## src/rtl/sdram_stream_reader.sv

```systemverilog
// Memory-to-stream DMA reader: fetches LEN words from SDRAM over a pipelined
// Avalon-MM read master and replays them in order on an Avalon-ST source.
module sdram_stream_reader #(
    parameter int ADDR_W     = 32,
    parameter int DATA_W     = 32,
    parameter int FIFO_DEPTH = 16
) (
    input  logic              clk,
    input  logic              reset_n,
    input  logic [1:0]        slave_address,
    input  logic              slave_chipselect,
    input  logic              slave_read,
    input  logic              slave_write,
    input  logic [31:0]       slave_writedata,
    output logic [31:0]       slave_readdata,
    output logic [ADDR_W-1:0] master_address,
    output logic              master_read,
    input  logic [DATA_W-1:0] master_readdata,
    input  logic              master_readdatavalid,
    input  logic              master_waitrequest,
    output logic [DATA_W-1:0] streaming_source_data,
    output logic              streaming_source_valid,
    input  logic              streaming_source_ready,
    output logic              irq
);

    localparam int PTR_W = $clog2(FIFO_DEPTH);
    localparam int CNT_W = PTR_W + 1;
    localparam logic [ADDR_W-1:0] ADDR_INC = ADDR_W'(DATA_W / 8);

    typedef enum logic [1:0] {S_IDLE, S_RUN, S_DRAIN, S_ABORT} state_t;

    state_t            state, state_nxt;
    logic [ADDR_W-1:0] addr_reg, cur_addr;
    logic [31:0]       len_reg, issue_cnt, rx_cnt, pop_cnt;
    logic              irq_en, done;
    logic [CNT_W-1:0]  outstanding, fifo_count;
    logic [CNT_W:0]    in_use;
    logic [PTR_W-1:0]  wr_ptr, rd_ptr;
    logic [DATA_W-1:0] mem [FIFO_DEPTH];
    logic [15:0]       remaining;

    logic busy, reg_wr, ctrl_wr, start_cmd, go, zero_start, abort_cmd, clear_done;
    logic credit_ok, issue_fire, push, pop, rdv_absorb, drain_done;

    assign busy       = (state != S_IDLE);
    assign reg_wr     = slave_chipselect && slave_write;
    assign ctrl_wr    = reg_wr && (slave_address == 2'd2);
    assign start_cmd  = ctrl_wr && slave_writedata[0] && (state == S_IDLE);
    assign go         = start_cmd && (len_reg != '0);
    assign zero_start = start_cmd && (len_reg == '0);
    assign abort_cmd  = ctrl_wr && slave_writedata[2] && (state == S_RUN || state == S_DRAIN);
    assign clear_done = reg_wr && (slave_address == 2'd3) && slave_writedata[1];

    // Credit counts reads in flight as already occupying FIFO slots.
    assign in_use     = {1'b0, outstanding} + {1'b0, fifo_count};
    assign credit_ok  = in_use < (CNT_W+1)'(FIFO_DEPTH);
    assign issue_fire = master_read && !master_waitrequest;
    assign push       = master_readdatavalid && (state == S_RUN || state == S_DRAIN);
    assign rdv_absorb = master_readdatavalid && busy && (outstanding != '0);
    assign pop        = streaming_source_valid && streaming_source_ready;

    assign master_address         = cur_addr;
    assign streaming_source_valid = (fifo_count != '0);
    assign streaming_source_data  = streaming_source_valid ? mem[rd_ptr] : '0;
    assign irq                    = done && irq_en;
    assign remaining              = (pop_cnt > 32'h0000_FFFF) ? 16'hFFFF : pop_cnt[15:0];

    // NOTE: defaults are assigned first so every path drives every signal and no latch is inferred.
    always_comb begin
        state_nxt   = state;
        master_read = 1'b0;
        drain_done  = 1'b0;
        unique case (state)
            S_IDLE: begin
                if (go) state_nxt = S_RUN;
            end
            S_RUN: begin
                master_read = (issue_cnt != '0) && credit_ok;
                if (abort_cmd)            state_nxt = S_ABORT;
                else if (issue_cnt == '0) state_nxt = S_DRAIN;
            end
            S_DRAIN: begin
                if (abort_cmd) begin
                    state_nxt = S_ABORT;
                end else if (rx_cnt == '0 && pop_cnt == '0) begin
                    state_nxt  = S_IDLE;
                    drain_done = 1'b1;
                end
            end
            S_ABORT: begin
                if (outstanding == '0) state_nxt = S_IDLE;
            end
        endcase
    end

    // NOTE: sequential state uses <= so every register updates from pre-edge values.
    always_ff @(posedge clk or negedge reset_n) begin
        if (!reset_n) begin
            state       <= S_IDLE;
            addr_reg    <= '0;
            len_reg     <= '0;
            cur_addr    <= '0;
            issue_cnt   <= '0;
            rx_cnt      <= '0;
            pop_cnt     <= '0;
            outstanding <= '0;
            irq_en      <= 1'b0;
            done        <= 1'b0;
        end else begin
            state <= state_nxt;

            if (reg_wr && !busy) begin
                if (slave_address == 2'd0) addr_reg <= ADDR_W'(slave_writedata);
                if (slave_address == 2'd1) len_reg  <= slave_writedata;
            end
            if (ctrl_wr) irq_en <= slave_writedata[1];

            if (go) begin
                cur_addr  <= addr_reg;
                issue_cnt <= len_reg;
                rx_cnt    <= len_reg;
                pop_cnt   <= len_reg;
            end else if (abort_cmd) begin
                issue_cnt <= '0;
                rx_cnt    <= '0;
                pop_cnt   <= '0;
            end else begin
                if (issue_fire) begin
                    cur_addr  <= cur_addr + ADDR_INC;
                    issue_cnt <= issue_cnt - 1'b1;
                end
                if (push && rx_cnt != '0) rx_cnt  <= rx_cnt - 1'b1;
                if (pop && pop_cnt != '0) pop_cnt <= pop_cnt - 1'b1;
            end

            case ({issue_fire, rdv_absorb})
                2'b10:   outstanding <= outstanding + 1'b1;
                2'b01:   outstanding <= outstanding - 1'b1;
                default: outstanding <= outstanding;
            endcase

            if (clear_done || go || abort_cmd) done <= 1'b0;
            if (zero_start || drain_done)      done <= 1'b1;
        end
    end

    always_ff @(posedge clk or negedge reset_n) begin
        if (!reset_n) begin
            slave_readdata <= '0;
        end else if (slave_chipselect && slave_read) begin
            case (slave_address)
                2'd0:    slave_readdata <= 32'(addr_reg);
                2'd1:    slave_readdata <= len_reg;
                2'd2:    slave_readdata <= {30'd0, irq_en, 1'b0};
                default: slave_readdata <= {remaining, 14'd0, done, busy};
            endcase
        end
    end

    // Abort flushes the buffer in the same edge it moves the FSM to ABORT.
    always_ff @(posedge clk or negedge reset_n) begin
        if (!reset_n) begin
            wr_ptr     <= '0;
            rd_ptr     <= '0;
            fifo_count <= '0;
        end else if (abort_cmd) begin
            wr_ptr     <= '0;
            rd_ptr     <= '0;
            fifo_count <= '0;
        end else begin
            if (push) wr_ptr <= wr_ptr + 1'b1;
            if (pop)  rd_ptr <= rd_ptr + 1'b1;
            case ({push, pop})
                2'b10:   fifo_count <= fifo_count + 1'b1;
                2'b01:   fifo_count <= fifo_count - 1'b1;
                default: fifo_count <= fifo_count;
            endcase
        end
    end

    // NOTE: storage is not reset; occupancy is tracked by pointers/count, which keeps it mappable to RAM.
    always_ff @(posedge clk) begin
        if (push) mem[wr_ptr] <= master_readdata;
    end

endmodule
```

## config.mk

```make
export PLATFORM = sky130hd
export DESIGN_NAME = sdram_stream_reader
export DESIGN_NICKNAME = d
export VERILOG_FILES = /design/src/rtl/sdram_stream_reader.sv
export SDC_FILE = /design/constraint.sdc
export NUM_CORES = 1
export LEC_CHECK = 0
export ABC_AREA = 1
export ABC_CLOCK_PERIOD_IN_PS = 2630
export CORE_MARGIN = 2
export CORE_UTILIZATION = 50
export CTS_CLUSTER_SIZE = 14
export DETAILED_ROUTE_END_ITERATION = 10
export PLACE_DENSITY = 0.71
export RECOVER_POWER = 25
export SKIP_LAST_GASP = 1
export SYNTH_ARGS = -nofsm -noshare
export SYNTH_HDL_FRONTEND = slang
export SYNTH_SLANG_ARGS = --single-unit
```

## constraint.sdc

```tcl
create_clock -name clk -period 2.63 [get_ports clk]
set_input_delay 0.526 -clock clk [delete_from_list [all_inputs] [get_ports clk]]
set_output_delay 0.526 -clock clk [all_outputs]
set_load 0.005 [all_outputs]
```

# Yosys cells after proc, flatten, opt, wreduce, memory -nomap -nowiden
# Memories as Yosys holds them, arrays and structs flattened.
# Index checks and enable logic that the tools add are counted.
word_totals:
  regBits: 246
  latchBits: 0
  ramBits: 512
  mem_bits_ro: 0
  input_bits: 74
  out_inout_bits: 99
  memories: 1
memory_table:
  columns: ["memory", "words", "width", "rd", "rd_clocked_by_memory_dff", "write_ports", "line_no", "text"]
  rows:
  - ["mem", 16, 32, 1, 0, 1, "40", "logic [DATA_W-1:0] mem [FIFO_DEPTH];"]
op_classes:
  n_addsub: 11
  multipliers: 0
  div_mod_pow: 0
  order_cmp: 2
  n_eq_ne: 15
  n_shift: 0
  muxes: 37
  bitwise_logic: 0
  n_reduce_logical: 55
ops:
  columns: ["op", "count"]
  rows:
  - ["$mux W32", 13]
  - ["$logic_not A32 Y1", 4]
  - ["$reduce_bool A32 Y1", 4]
  - ["$pmux W32 S3", 1]
  - ["$sub A32 B1 Y32 const B", 3]
  - ["$add A32 B3 Y32 const B", 1]
  - ["$gt A32 B16 Y1 const B", 1]
  - ["$logic_and A1 B1 Y1", 22]
  - ["$pmux W5 S2", 2]
  - ["$mux W16", 1]
  - ["$mux W4", 4]
  - ["$eq A2 B2 Y1 const B", 6]
  - ["$mux W2", 6]
  - ["$reduce_bool A2 Y1", 6]
  - ["$reduce_bool A3 Y1", 4]
  - ["$add A5 B1 Y5 const B", 2]
  - ["$reduce_bool A5 Y1", 2]
  - ["$sub A5 B1 Y5 const B", 2]
  - ["$add A4 B1 Y4 const B", 2]
  - ["$eq A2 B1 Y1 const B", 4]
  - ["$mux W1", 8]
  - ["$pmux W2 S4", 1]
  - ["$add A5 B5 Y6", 1]
  - ["$lt A6 B5 Y1 const B", 1]
  - ["other kinds (9)", 19]

# Depth between registers and ports, before layout
depth:
  depth_word: 9
  ltp_mapped: 18
  ltp_nobuf: 18

# Worst setup path before layout
# Ideal clock, no wire load.
synth_path:
  kind: "reg2reg"
  startpoint: "reg state[1]"
  endpoint: "mem mem[11][0], enable pin"
  setup_time_ns: 0.421
  arrival_ns: 2.482
  path_slack_ns: -0.273
  stages_incl_launch_ff: 7
  path_cell_list: "dfrtp_1 -> inv_1 -> ha_1 -> nand2_1 -> clkinv_1 -> nand2_1 -> nor2_1"
synth_between:
  elab_chain_cells: 5
  word_cells_on_any_way: 6
synth_rtl:
  columns: ["element", "line_no", "text"]
  rows:
  - ["from (decl)", "33", "state_t state, state_nxt;"]
  - ["from (signal assigned)", "111", "state <= state_nxt;"]
  - ["$eq A2 B1 Y1 / $eq A2 B2 Y1 (equally long branches)", "59", "assign push = master_readdatavalid && (state == S_RUN || state == S_DRAIN);"]
  - ["$logic_or A1 B1 Y1 (*)", "59", null]
  - ["$logic_and A1 B1 Y1 (*)", "59", null]
  - ["$mux W1 (*)", "184", "if (push) mem[wr_ptr] <= master_readdata;"]
  - ["$mux W1 (not written as such) (*)", "184", null]
  - ["to (decl)", "40", null]
# Every way passes the cells marked *; elsewhere a longest branch is shown, timed or not.

# Worst setup path after layout
layout_path:
  startpoint: "reg rd_ptr[0]"
  endpoint: "out streaming_source_data[7]"
layout_between:
  elab_chain_cells: 2
layout_rtl:
  columns: ["element", "line_no", "text"]
  rows:
  - ["from (decl)", "39", "logic [PTR_W-1:0] wr_ptr, rd_ptr;"]
  - ["from (signal assigned)", "173", "if (pop) rd_ptr <= rd_ptr + 1'b1;"]
  - ["$mem_v2 Z16 W32", null, null]
  - ["$mux W32", "65", "assign streaming_source_data = streaming_source_valid ? mem[rd_ptr] : '0;"]
  - ["to (decl)", "21", "output logic [DATA_W-1:0] streaming_source_data,"]
# Every way passes these cells.

==> reports/summary.txt <==
Syn-to-layout area delta: 26.9%
CTS root buffer: clkbuf_16
Width of the die: 268 um
Final slew viol count: 0
First-pass GRT wire length: 161 mm
Mapped cell area: 34800 um2
Final Cell Area: 44100 um2
RSZ-0062 raised after global routing: true
WS Path Type: reg2out
Seq cells post-synth: 758
Hold Path Depth: 3
Logic pwr share: 42.6%
Leakage: 17.5 nW
Synth Flop Type: edfxtp_1
Core area: 68700 um2
Worst endpoint data arrival time: 2.60 ns
Largest register by flop count: mem
Largest net degree at the start of global routing: 67
DR WL/cell: 21.4 um
Failing checks: negative setup slack
Gpl congestion: 0.914
Status: finished with violations
Cells after synthesis: 3600
Dpl hpwl: 64.4 mm
# clock sinks: 758
Relative slew margins: 17.1%
First-pass detailed-route iteration total: 6
Die Y: 268 um
Clock Skews: 0.0239 ns
Sw Pwr: 18.9 mW
Initial DRC count: 3510
Final net count: 4063
Maxcap violations: 0
Worst slew pin tran: 1.24 ns
Synth area leaders: edfxtp_1, dfrtp_1, nand2_1
Die area: 71700 um2
Post-route ant nets: 0
P_int: 31.2 mW
Fmax: 0.320 GHz
IO Port Bufs: 172
Synth top area share: 44.2%
Hold Crit Class: in2reg
GRT Total Usage: 29.5%
Via Count: 28.8k
Crit path launch type: flop
WHS: 0.469 ns
Cell Rows: 96
Fin crit share: 119%
Switching Share: 37.7%
Ys Warns: 0
Reg2Reg Depth: 19
CTS Buffer Depth: 3
Sequential fraction of the synthesis area: 61.9%
Final min period: 3.13 ns
Mapped Nets: 3702
Filler instances: 5298
Top cells by count, synth: nand2_1, nor2_1, edfxtp_1
# IOs: 173
Reg power frac: 33.1%
Global route overflow: 0
Pre-CTS setup slack: -0.130 ns
Post-synth EDFFs: 512
Final setup vio count: 32
Routed WL: 106 mm
Post-layout util: 64.2%
CTS tree: yes
Power Density: 1130 nW/um2
Clock transition at path regs: 0.06 ns
Synth Area per Inst: 9.66 um2
Initial antenna violation count: 2
Starting Density: 50.6%
DR vias/cell: 5.80
Clk_lat worst skew: 0.66 ns
Max reg flops: 512
Final hold vios: 0
Count of cell types in the netlist: 46
CTS H-Tree Depth: 3
Required @ worst endpoint: 2.10 ns
Vias in the first global route: 27.7k
Yosys top cell by area: edfxtp_1
Clock group share of total power: 24.3%
Pwr Total: 50.0 mW
Asr flop ratio synth: 32.5%
Share of layout cells above drive strength 1: 15.5%
Most common cell in the netlist: nand2_1
Placed Area: 39600 um2
Maximum VDD drop: 847 uV
Final WS setup: -0.499 ns
Endpoint type of the worst setup path: output pin
Cts bufs inserted: 80
Worst-path maximum fanout: 6
DRC Markers: 0
-- cell type report --
| type | instances | area, um2 | share of cell area, % |
|---|---|---|---|
| flip-flops and latches | 758 | 21500 | 48.8 |
| multi-input cells | 2501 | 12500 | 28.4 |
| repair buffers | 464 | 5370 | 12.2 |
| clock buffers | 100 | 2120 | 4.80 |
| well taps | 931 | 1160 | 2.64 |
| clock inverters | 49 | 712 | 1.61 |
| inverters | 154 | 622 | 1.41 |
| repair inverters | 2 | 46.3 | 0.105 |
| diodes | 2 | 5.00 | 0.0113 |
-- cell usage in the layout (no fill, tap or decap), types with 61 or more instances in the layout --
master           netlist  layout
buf_12                 0      82
buf_4                  6     158
clkbuf_16              0      85
clkdlybuf4s50_1        0     113
dfrtp_1              246     243
edfxtp_1             512     512
inv_1                148     143
nand2_1              856     849
nand3_1              174     170
nor2_1               609     549
o21ai_0              455     361
o21ai_1                0      61
o221ai_1              96      86
-- cell families (layout without fill, tap and decap cells) --
logic type	after synthesis	in the layout	synth area share, %
buffers and inverters	341	769	4.05
AND/OR/NAND/NOR	1697	1697	19.4
other	0	2	0
XOR/XNOR	77	77	1.94
adder cells (fa/ha/maj)	28	28	1.05
AO/OA/AOI/OAI	699	699	11.6
flip-flops	758	758	61.9
-- what timing repair did --
item	CTS	global route
setup endpoints to repair	35	36
endpoints found under the hold margin	40	0
setup buffers	38	2
resized for setup	381	98
hold buffers	1	0
gates cloned	18	4
pin swaps	125	90
-- metal layers --
layer  wire [um]  up-vias  GRT usage [%]
li1            -    13100              -
met1       43300    13900           41.2
met2       49300     1474           45.8
met3        9490      269           5.26
met5           0        -              0
met4        4290        0           12.3
-- final timing paths --
path	from	endpoint	slack, ns
worst min-delay path	slave_writedata[16]	len_reg[16]	0.47
worst max-delay path	rd_ptr[0]	streaming_source_data[7]	-0.50
max in group asynchronous	reset_n	rd_ptr[0]	0.78
worst min register to register	master_address[1]	master_address[1]	0.49
worst max register to register	fifo_count[1]	outstanding[4]	0.07
min in group asynchronous	reset_n	master_address[0]	0.69
-- power by group through the flow --
stage	Combinational [mW]	Sequential, mW	Clock (mW)
floorplan	10.4	16.1	0
global placement	17.6	16.6	0
detailed placement	17.9	16.6	0
CTS	20.4	16.5	12.2
global route	23.2	16.8	12.7
finish	21.3	16.5	12.1
-- through the flow --
step / setup TNS [ns] / cells
floorplan: -112.97 / 3600
finish: -10.89 / 4961
global placement: -0.865 / 4756
global route: -14.36 / 4961
detailed placement: -1.57 / 4756
CTS: -10.83 / 4958
-- worst max-delay path: stages (launching register included) --
cell	delay, ns
dfrtp_4	0.53
buf_12	0.15
buf_12	0.12
buf_12	0.13
buf_12	0.14
buf_8	0.13
o21ai_2	0.10
o22ai_1	0.09
nor2_1	0.11
nor2_1	0.06
o21ai_1	0.14
a21oi_2	0.10
buf_2	0.15
(Power assumes the default switching activity.)
